`config.mk`:
```
export PLATFORM = sky130hd
export DESIGN_NAME = memory_access_stage
export DESIGN_NICKNAME = d
export VERILOG_FILES = /design/src/rtl/mem_stage_pkg.sv /design/src/rtl/load_store_align.sv /design/src/rtl/memory_access_stage.sv
export SDC_FILE = /design/constraint.sdc
export NUM_CORES = 1
export LEC_CHECK = 0
export BUFFER_PORTS_ARGS = -buffer_cell sky130_fd_sc_hd__buf_2
export CAP_MARGIN = 20
export CORE_AREA = 2 2 144 146
export CTS_CLUSTER_DIAMETER = 50
export DETAILED_ROUTE_END_ITERATION = 8
export DIE_AREA = 0 0 146 148
export GPL_TIMING_DRIVEN = 0
export PLACE_DENSITY = 0.64
export REMOVE_ABC_BUFFERS = 1
export SETUP_SLACK_MARGIN = 0.2
export SYNTH_ARGS = -nofsm -noshare
export SYNTH_HDL_FRONTEND = slang
export SYNTH_HIERARCHICAL = 1
export SYNTH_SLANG_ARGS = --single-unit
```
`constraint.sdc`:
```
create_clock -name clk_i -period 3.7 [get_ports clk_i]
set_input_delay 0.74 -clock clk_i [delete_from_list [all_inputs] [get_ports clk_i]]
set_output_delay 0.74 -clock clk_i [all_outputs]
set_load 0.02 [all_outputs]
```
`src/rtl/mem_stage_pkg.sv`:
```
// Shared types for the MEM stage: funct3 encodings, FSM states and the MEM/WB record.
package mem_stage_pkg;

    localparam logic [2:0] LB  = 3'b000;
    localparam logic [2:0] LH  = 3'b001;
    localparam logic [2:0] LW  = 3'b010;
    localparam logic [2:0] LBU = 3'b100;
    localparam logic [2:0] LHU = 3'b101;
    localparam logic [2:0] SB  = 3'b000;
    localparam logic [2:0] SH  = 3'b001;
    localparam logic [2:0] SW  = 3'b010;

    typedef enum logic [1:0] {
        IDLE = 2'd0,
        WAIT = 2'd1,
        HOLD = 2'd2
    } state_e;

    typedef struct packed {
        logic [31:0] alu_out;
        logic [31:0] rd_data;
        logic [4:0]  rd;
        logic        reg_wb_en;
        logic [1:0]  wb_sel;
        logic [31:0] pc;
        logic        is_mem;
    } mem_wb_t;

endpackage

```
`src/rtl/load_store_align.sv`:
```
// Combinational byte-lane steering: store data/byte enables, misalignment and load extension.
// Zero latency; no flow control of its own.
module load_store_align
    import mem_stage_pkg::*;
(
    input  logic [1:0]  addr_lo_i,
    input  logic [2:0]  funct3_i,
    input  logic [31:0] store_data_i,
    input  logic [31:0] rdata_i,
    output logic [31:0] wdata_o,
    output logic [3:0]  be_o,
    output logic        misaligned_o,
    output logic [31:0] load_data_o
);

    logic [7:0]  byte_sel;
    logic [15:0] half_sel;

    always_comb begin
        byte_sel = rdata_i[{addr_lo_i, 3'b000} +: 8];
        half_sel = addr_lo_i[1] ? rdata_i[31:16] : rdata_i[15:0];

        wdata_o      = store_data_i;
        be_o         = 4'b1111;
        misaligned_o = 1'b0;
        load_data_o  = rdata_i;

        case (funct3_i[1:0])
            2'b00: begin
                wdata_o     = {4{store_data_i[7:0]}};
                be_o        = 4'b0001 << addr_lo_i;
                load_data_o = funct3_i[2] ? {24'b0, byte_sel} : {{24{byte_sel[7]}}, byte_sel};
            end
            2'b01: begin
                wdata_o      = {2{store_data_i[15:0]}};
                be_o         = addr_lo_i[1] ? 4'b1100 : 4'b0011;
                misaligned_o = addr_lo_i[0];
                load_data_o  = funct3_i[2] ? {16'b0, half_sel} : {{16{half_sel[15]}}, half_sel};
            end
            // Encoding 11 is not a legal size; it is handled as a word access.
            default: begin
                misaligned_o = (addr_lo_i != 2'b00);
            end
        endcase
    end

endmodule

```
`src/rtl/memory_access_stage.sv`:
```
// MEM pipeline stage: req/ack data-memory handshake feeding the MEM/WB register; 1 cycle for
// non-memory ops, N+1 for an access with N wait cycles; busywait_o stalls upstream while pending.
module memory_access_stage
    import mem_stage_pkg::*;
#(
    parameter int ADDR_WIDTH = 32
) (
    input  logic                  clk_i,
    input  logic                  rst_ni,
    input  logic                  busywait_i,
    input  logic [31:0]           alu_out_ex_mem_i,
    input  logic [31:0]           rs2_ex_mem_i,
    input  logic [2:0]            funct3_ex_mem_i,
    input  logic                  is_load_instr_ex_mem_i,
    input  logic                  is_store_instr_ex_mem_i,
    input  logic                  reg_wb_en_ex_mem_i,
    input  logic [4:0]            rd_ex_mem_i,
    input  logic [1:0]            wb_sel_ex_mem_i,
    input  logic [31:0]           pc_ex_mem_i,
    output logic                  dmem_req_o,
    output logic                  dmem_we_o,
    output logic [ADDR_WIDTH-1:0] dmem_addr_o,
    output logic [31:0]           dmem_wdata_o,
    output logic [3:0]            dmem_be_o,
    input  logic                  dmem_ack_i,
    input  logic [31:0]           dmem_rdata_i,
    output logic                  busywait_o,
    output logic                  misaligned_o,
    output logic [31:0]           alu_out_mem_wb_o,
    output logic [31:0]           rd_data_mem_wb_o,
    output logic [4:0]            rd_mem_wb_o,
    output logic                  reg_wb_en_mem_wb_o,
    output logic [1:0]            wb_sel_mem_wb_o,
    output logic [31:0]           pc_mem_wb_o,
    output logic                  is_memory_instruction_mem_wb_o
);

    state_e      state_q, state_d;
    mem_wb_t     mem_wb_q, mem_wb_d;
    logic [31:0] load_buf_q, load_buf_d;
    logic        misaligned_q, misaligned_d;

    logic        mem_op, misaligned, issue;
    logic        req, busy, done, capture;
    logic        mis_raw;
    logic [31:0] wdata, load_data, wb_data;
    logic [3:0]  be;

    load_store_align u_align (
        .addr_lo_i    (alu_out_ex_mem_i[1:0]),
        .funct3_i     (funct3_ex_mem_i),
        .store_data_i (rs2_ex_mem_i),
        .rdata_i      (dmem_rdata_i),
        .wdata_o      (wdata),
        .be_o         (be),
        .misaligned_o (mis_raw),
        .load_data_o  (load_data)
    );

    assign mem_op     = is_load_instr_ex_mem_i | is_store_instr_ex_mem_i;
    assign misaligned = mem_op & mis_raw;
    assign issue      = mem_op & ~misaligned;

    always_comb begin
        state_d      = state_q;
        mem_wb_d     = mem_wb_q;
        load_buf_d   = load_buf_q;
        misaligned_d = 1'b0;
        req          = 1'b0;
        busy         = 1'b0;
        done         = 1'b0;
        wb_data      = (is_load_instr_ex_mem_i && !misaligned) ? load_data : 32'b0;

        case (state_q)
            IDLE: begin
                if (issue) begin
                    req = 1'b1;
                    if (dmem_ack_i) begin
                        done = 1'b1;
                    end else begin
                        busy    = 1'b1;
                        state_d = WAIT;
                    end
                end
            end
            WAIT: begin
                req = 1'b1;
                if (dmem_ack_i) begin
                    done = 1'b1;
                end else begin
                    busy = 1'b1;
                end
            end
            HOLD: begin
                // Read data was consumed from the bus already; replay it from the buffer.
                wb_data = load_buf_q;
                if (!busywait_i) begin
                    state_d = IDLE;
                end
            end
            default: state_d = IDLE;
        endcase

        if (done) begin
            if (busywait_i) begin
                load_buf_d = wb_data;
                state_d    = HOLD;
            end else begin
                state_d = IDLE;
            end
        end

        capture = !busy && !busywait_i;
        if (capture) begin
            mem_wb_d.alu_out   = alu_out_ex_mem_i;
            mem_wb_d.rd_data   = wb_data;
            mem_wb_d.rd        = rd_ex_mem_i;
            mem_wb_d.reg_wb_en = reg_wb_en_ex_mem_i & ~misaligned;
            mem_wb_d.wb_sel    = wb_sel_ex_mem_i;
            mem_wb_d.pc        = pc_ex_mem_i;
            mem_wb_d.is_mem    = mem_op;
            misaligned_d       = misaligned;
        end
    end

    always_ff @(posedge clk_i or negedge rst_ni) begin
        if (!rst_ni) begin
            state_q      <= IDLE;
            mem_wb_q     <= '0;
            load_buf_q   <= '0;
            misaligned_q <= 1'b0;
        end else begin
            state_q      <= state_d;
            mem_wb_q     <= mem_wb_d;
            load_buf_q   <= load_buf_d;
            misaligned_q <= misaligned_d;
        end
    end

    // Request side is gated by reset so an abandoned access drops without waiting for a clock.
    assign dmem_req_o   = req & rst_ni;
    assign dmem_we_o    = dmem_req_o & is_store_instr_ex_mem_i;
    assign dmem_addr_o  = dmem_req_o ? {alu_out_ex_mem_i[ADDR_WIDTH-1:2], 2'b00} : '0;
    assign dmem_wdata_o = dmem_req_o ? wdata : 32'b0;
    assign dmem_be_o    = dmem_req_o ? be : 4'b0;
    assign busywait_o   = busy & rst_ni;
    assign misaligned_o = misaligned_q;

    assign alu_out_mem_wb_o               = mem_wb_q.alu_out;
    assign rd_data_mem_wb_o               = mem_wb_q.rd_data;
    assign rd_mem_wb_o                    = mem_wb_q.rd;
    assign reg_wb_en_mem_wb_o             = mem_wb_q.reg_wb_en;
    assign wb_sel_mem_wb_o                = mem_wb_q.wb_sel;
    assign pc_mem_wb_o                    = mem_wb_q.pc;
    assign is_memory_instruction_mem_wb_o = mem_wb_q.is_mem;

endmodule

```
==> flow_summary_export.csv <==
group,metric,value,unit
outcome,outcome,"finished, final reports clean",
power,p_sw,1.74,mW
timing,worst_pin_slew,0.760,ns
final_layout,final_design_area_no_fill,10300,um2
critical_path,r2r-start,"state_q[0]$_DFFE_PN0P_",
power,power_density,487,nW/um2
critical_path,crit_type,"input port to output pin",
final_layout,syn_to_final_growth,30.9,%
timing,relSlewSlack,0.493,
critical_path,crit_required,2.96,ns
power,switching_share,0.347,
yosys,synth_seq_area_share,0.445,
placement,gp_congestion,0.797,
yosys,synth_area_per_cell,10.8,um2
yosys,ys_types,35,
critical_path,cpMostUsedCell,"buf_4",
clock_tree,hold_buffers,0,
clock_tree,numCtsBuffers,17,
global_route,grtUsageTotal,0.209,
die,boundaryPins,322,
die,start_util,0.393,
routing,drt_wl_total,22800,um
die,rows,52,
power,power.internal,3.28,mW
routing,wl_per_cell,17.7,um
yosys,yosys_register_bits,140,
yosys,synth_edf_count,0,
timing,fmaxAchievable,297,MHz
timing,hold-worst-slack,0.271,ns
power,p_clk_frac,0.339,
global_route,grt_max_degree,87,
power,combPwrFrac,0.284,
clock_tree,cts_tree,"done",
routing,first_iter_violations,397,
critical_path,cp_max_fo,53,
routing,drtPass1Iterations,5,
final_layout,nets,1153,
global_route,gr-total-overflow,0,
critical_path,cp-start-kind,"input port",
die,dieWidth,146,um
timing,hold_viol,0,
power,leakagePower,5.44,nW
placement,place_area,9650,um2
flow_run,drv_cap,0,
critical_path,critical-path-max-stage-delay,0.43,ns
critical_path,path_cells,"buf_4, a21oi_1, nor2_1, o21bai_2, a21oi_4, buf_4, and2_1, buf_2",
die,die_area,21600,um2
clock_tree,cts_sinks,140,
critical_path,slowest_stage,"buf_4",
final_layout,layout-drive-gt1-share,0.479,
final_layout,layout_commonest_cell,"buf_2",
placement,hpwl,16200,um
die,die_h,148,um
yosys,yosys_warnings,6,
clock_tree,clk_latency,0.42,ns
timing,clock_skew,0.00862,ns
yosys,yosys.area.top_type,"dfrtp_1",
final_layout,final_util,0.514,
routing,detail-route-antenna-nets,0,
yosys,synth_area_leaders,"dfrtp_1 45%, mux2_2 14%, mux2i_1 6.4%",
critical_path,r2r_slack,1.10,ns
clock_tree,cts_root_buffer,"clkbuf_16",
clock_tree,clkTransAtPathRegs,0.07,ns
final_layout,layout_common_cells,"316 x buf_2, 139 x dfrtp_1, 96 x mux2_2",
worst_hold_path,hp-class,"input port to async pin",
yosys,async_reset_ff_frac,1.00,
die,core_area,20000,um2
global_route,antenna_found_initial,3,
placement,io_buffers,319,
routing,drc,0,
critical_path,endpoint_kind,"output pin",
critical_path,r2r_end,"load_buf_q[16]$_DFFE_PN0P_",
timing,min_period_over_period,0.911,
critical_path,critPathArrivalTime,2.63,ns
yosys,synthCells,728,
routing,num_vias,6526,
clock_tree,cts_max_level,4,
timing,rsz0062_at_grt,"false",
critical_path,reg2reg_depth,5,
timing,finalMaxSlewViolations,0,
clock_tree,clock_path_buffers,2,
yosys,synth_ff_type,"dfrtp_1",
timing,finalSetupViolCount,0,
power,seq_power_share,0.377,
global_route,grt_pass1_wl,35600,um
yosys,synth_top_area_frac,0.445,
routing,vias_per_cell,5.05,
yosys,syn_area,7870,um2
timing,min_period,3.37,ns
power,ir_drop,287,uV
global_route,grt_pass1_vias,6378,
## per-stage QoR
stage / power, mW / std cells / TNS (ns) / worst slack [ns]
detailed placement: 3.35 / 1255 / -13.23 / -0.205
global route: 5.27 / 1293 / 0 / 0.237
CTS: 5.08 / 1288 / 0 / 0.238
floorplan: 2.78 / 658 / -143.49 / -1.12
global placement: 3.32 / 1247 / -684.90 / -3.85
finish: 5.02 / 1293 / 0 / 0.331
## metal layers
layer / routed length, um / GRT usage
met5: 13 / 0
met4: 557 / 0.0777
met3: 1510 / 0.0441
met2: 11100 / 0.350
met1: 9620 / 0.267
## Yosys cell counts, types with 7 or more instances
| cell type | count |
|---|---|
| dfrtp_1 | 140 |
| buf_4 | 12 |
| inv_1 | 46 |
| o221ai_1 | 8 |
| and3b_1 | 33 |
| buf_6 | 8 |
| clkbuf_1 | 30 |
| o22ai_1 | 17 |
| mux2i_1 | 50 |
| nor2_1 | 15 |
| a31oi_1 | 32 |
| and2_1 | 67 |
| mux2_4 | 18 |
| mux2_2 | 96 |
| nor2b_1 | 20 |
| a221o_1 | 7 |
| o21ai_0 | 9 |
| and3_1 | 32 |
| buf_2 | 20 |
| nand2_1 | 43 |
## what timing repair did
item                       CTS  global route
gates cloned                 1             0
setup endpoints to repair   69            39
resized for setup            4             0
buffers inserted             0             3
pin swaps                    1             1
## state kept, by name, summed over array words and instances (netlist names)
register                        flops
alu_out_mem_wb_o                   32
load_buf_q                         32
pc_mem_wb_o                        32
rd_data_mem_wb_o                   32
rd_mem_wb_o                         5
state_q                             2
wb_sel_mem_wb_o                     2
is_memory_instruction_mem_wb_o      1
misaligned_o                        1
reg_wb_en_mem_wb_o                  1
## cells by family (layout without fill, tap and decap cells)
| kind of cell | after synthesis | in the layout | share of synthesized area |
|---|---|---|---|
| flip-flops | 140 | 140 | 0.445 |
| AND/OR/NAND/NOR | 218 | 218 | 0.166 |
| other | 1 | 4 | 0.000476 |
| buffers and inverters | 117 | 408 | 0.0723 |
| multiplexers | 164 | 164 | 0.235 |
| AO/OA/AOI/OAI | 88 | 89 | 0.0809 |
## critical path, delay by kind of cell
family,cells,cell delay (ns)
compound gates,3,0.58
simple gates,2,0.48
buf+inv,3,0.81
## power by group through the flow
stage | Clock [mW] | Sequential [mW] | Combinational [mW]
5_1_grt | 1.82 | 1.92 | 1.53
6_report | 1.70 | 1.89 | 1.43
3_3_place_gp | 0 | 1.92 | 1.40
3_5_place_dp | 0 | 1.92 | 1.43
4_1_cts | 1.75 | 1.90 | 1.44
2_1_floorplan | 0 | 2.15 | 0.631
## cell type report
| cell class | count | area (um2) |
|---|---|---|
| fillers | 1855 | 9730 |
| multi-input cells | 473 | 3860 |
| flip-flops and latches | 140 | 3500 |
| repair buffers | 330 | 1820 |
| clock buffers | 17 | 425 |
| well taps | 270 | 338 |
| clock inverters | 15 | 183 |
| inverters | 46 | 173 |
| diodes | 2 | 5.00 |
## worst max path at each step
stage | to | slack [ns] | from | cells after the start
after floorplan | alu_out_mem_wb_o[0]$_DFFE_PN0P_ | -1.12 | alu_out_ex_mem_i[0] | 5
after global placement | dmem_wdata_o[23] | -3.85 | rst_ni | 5
after detailed placement | pc_mem_wb_o[3]$_DFFE_PN0P_ | -0.20 | funct3_ex_mem_i[1] | 7
after CTS | dmem_wdata_o[23] | 0.24 | funct3_ex_mem_i[1] | 8
after global routing | dmem_addr_o[14] | 0.24 | funct3_ex_mem_i[1] | 8
final | dmem_addr_o[14] | 0.33 | funct3_ex_mem_i[1] | 8
No activity file was read; power rests on OpenSTA's default activity.
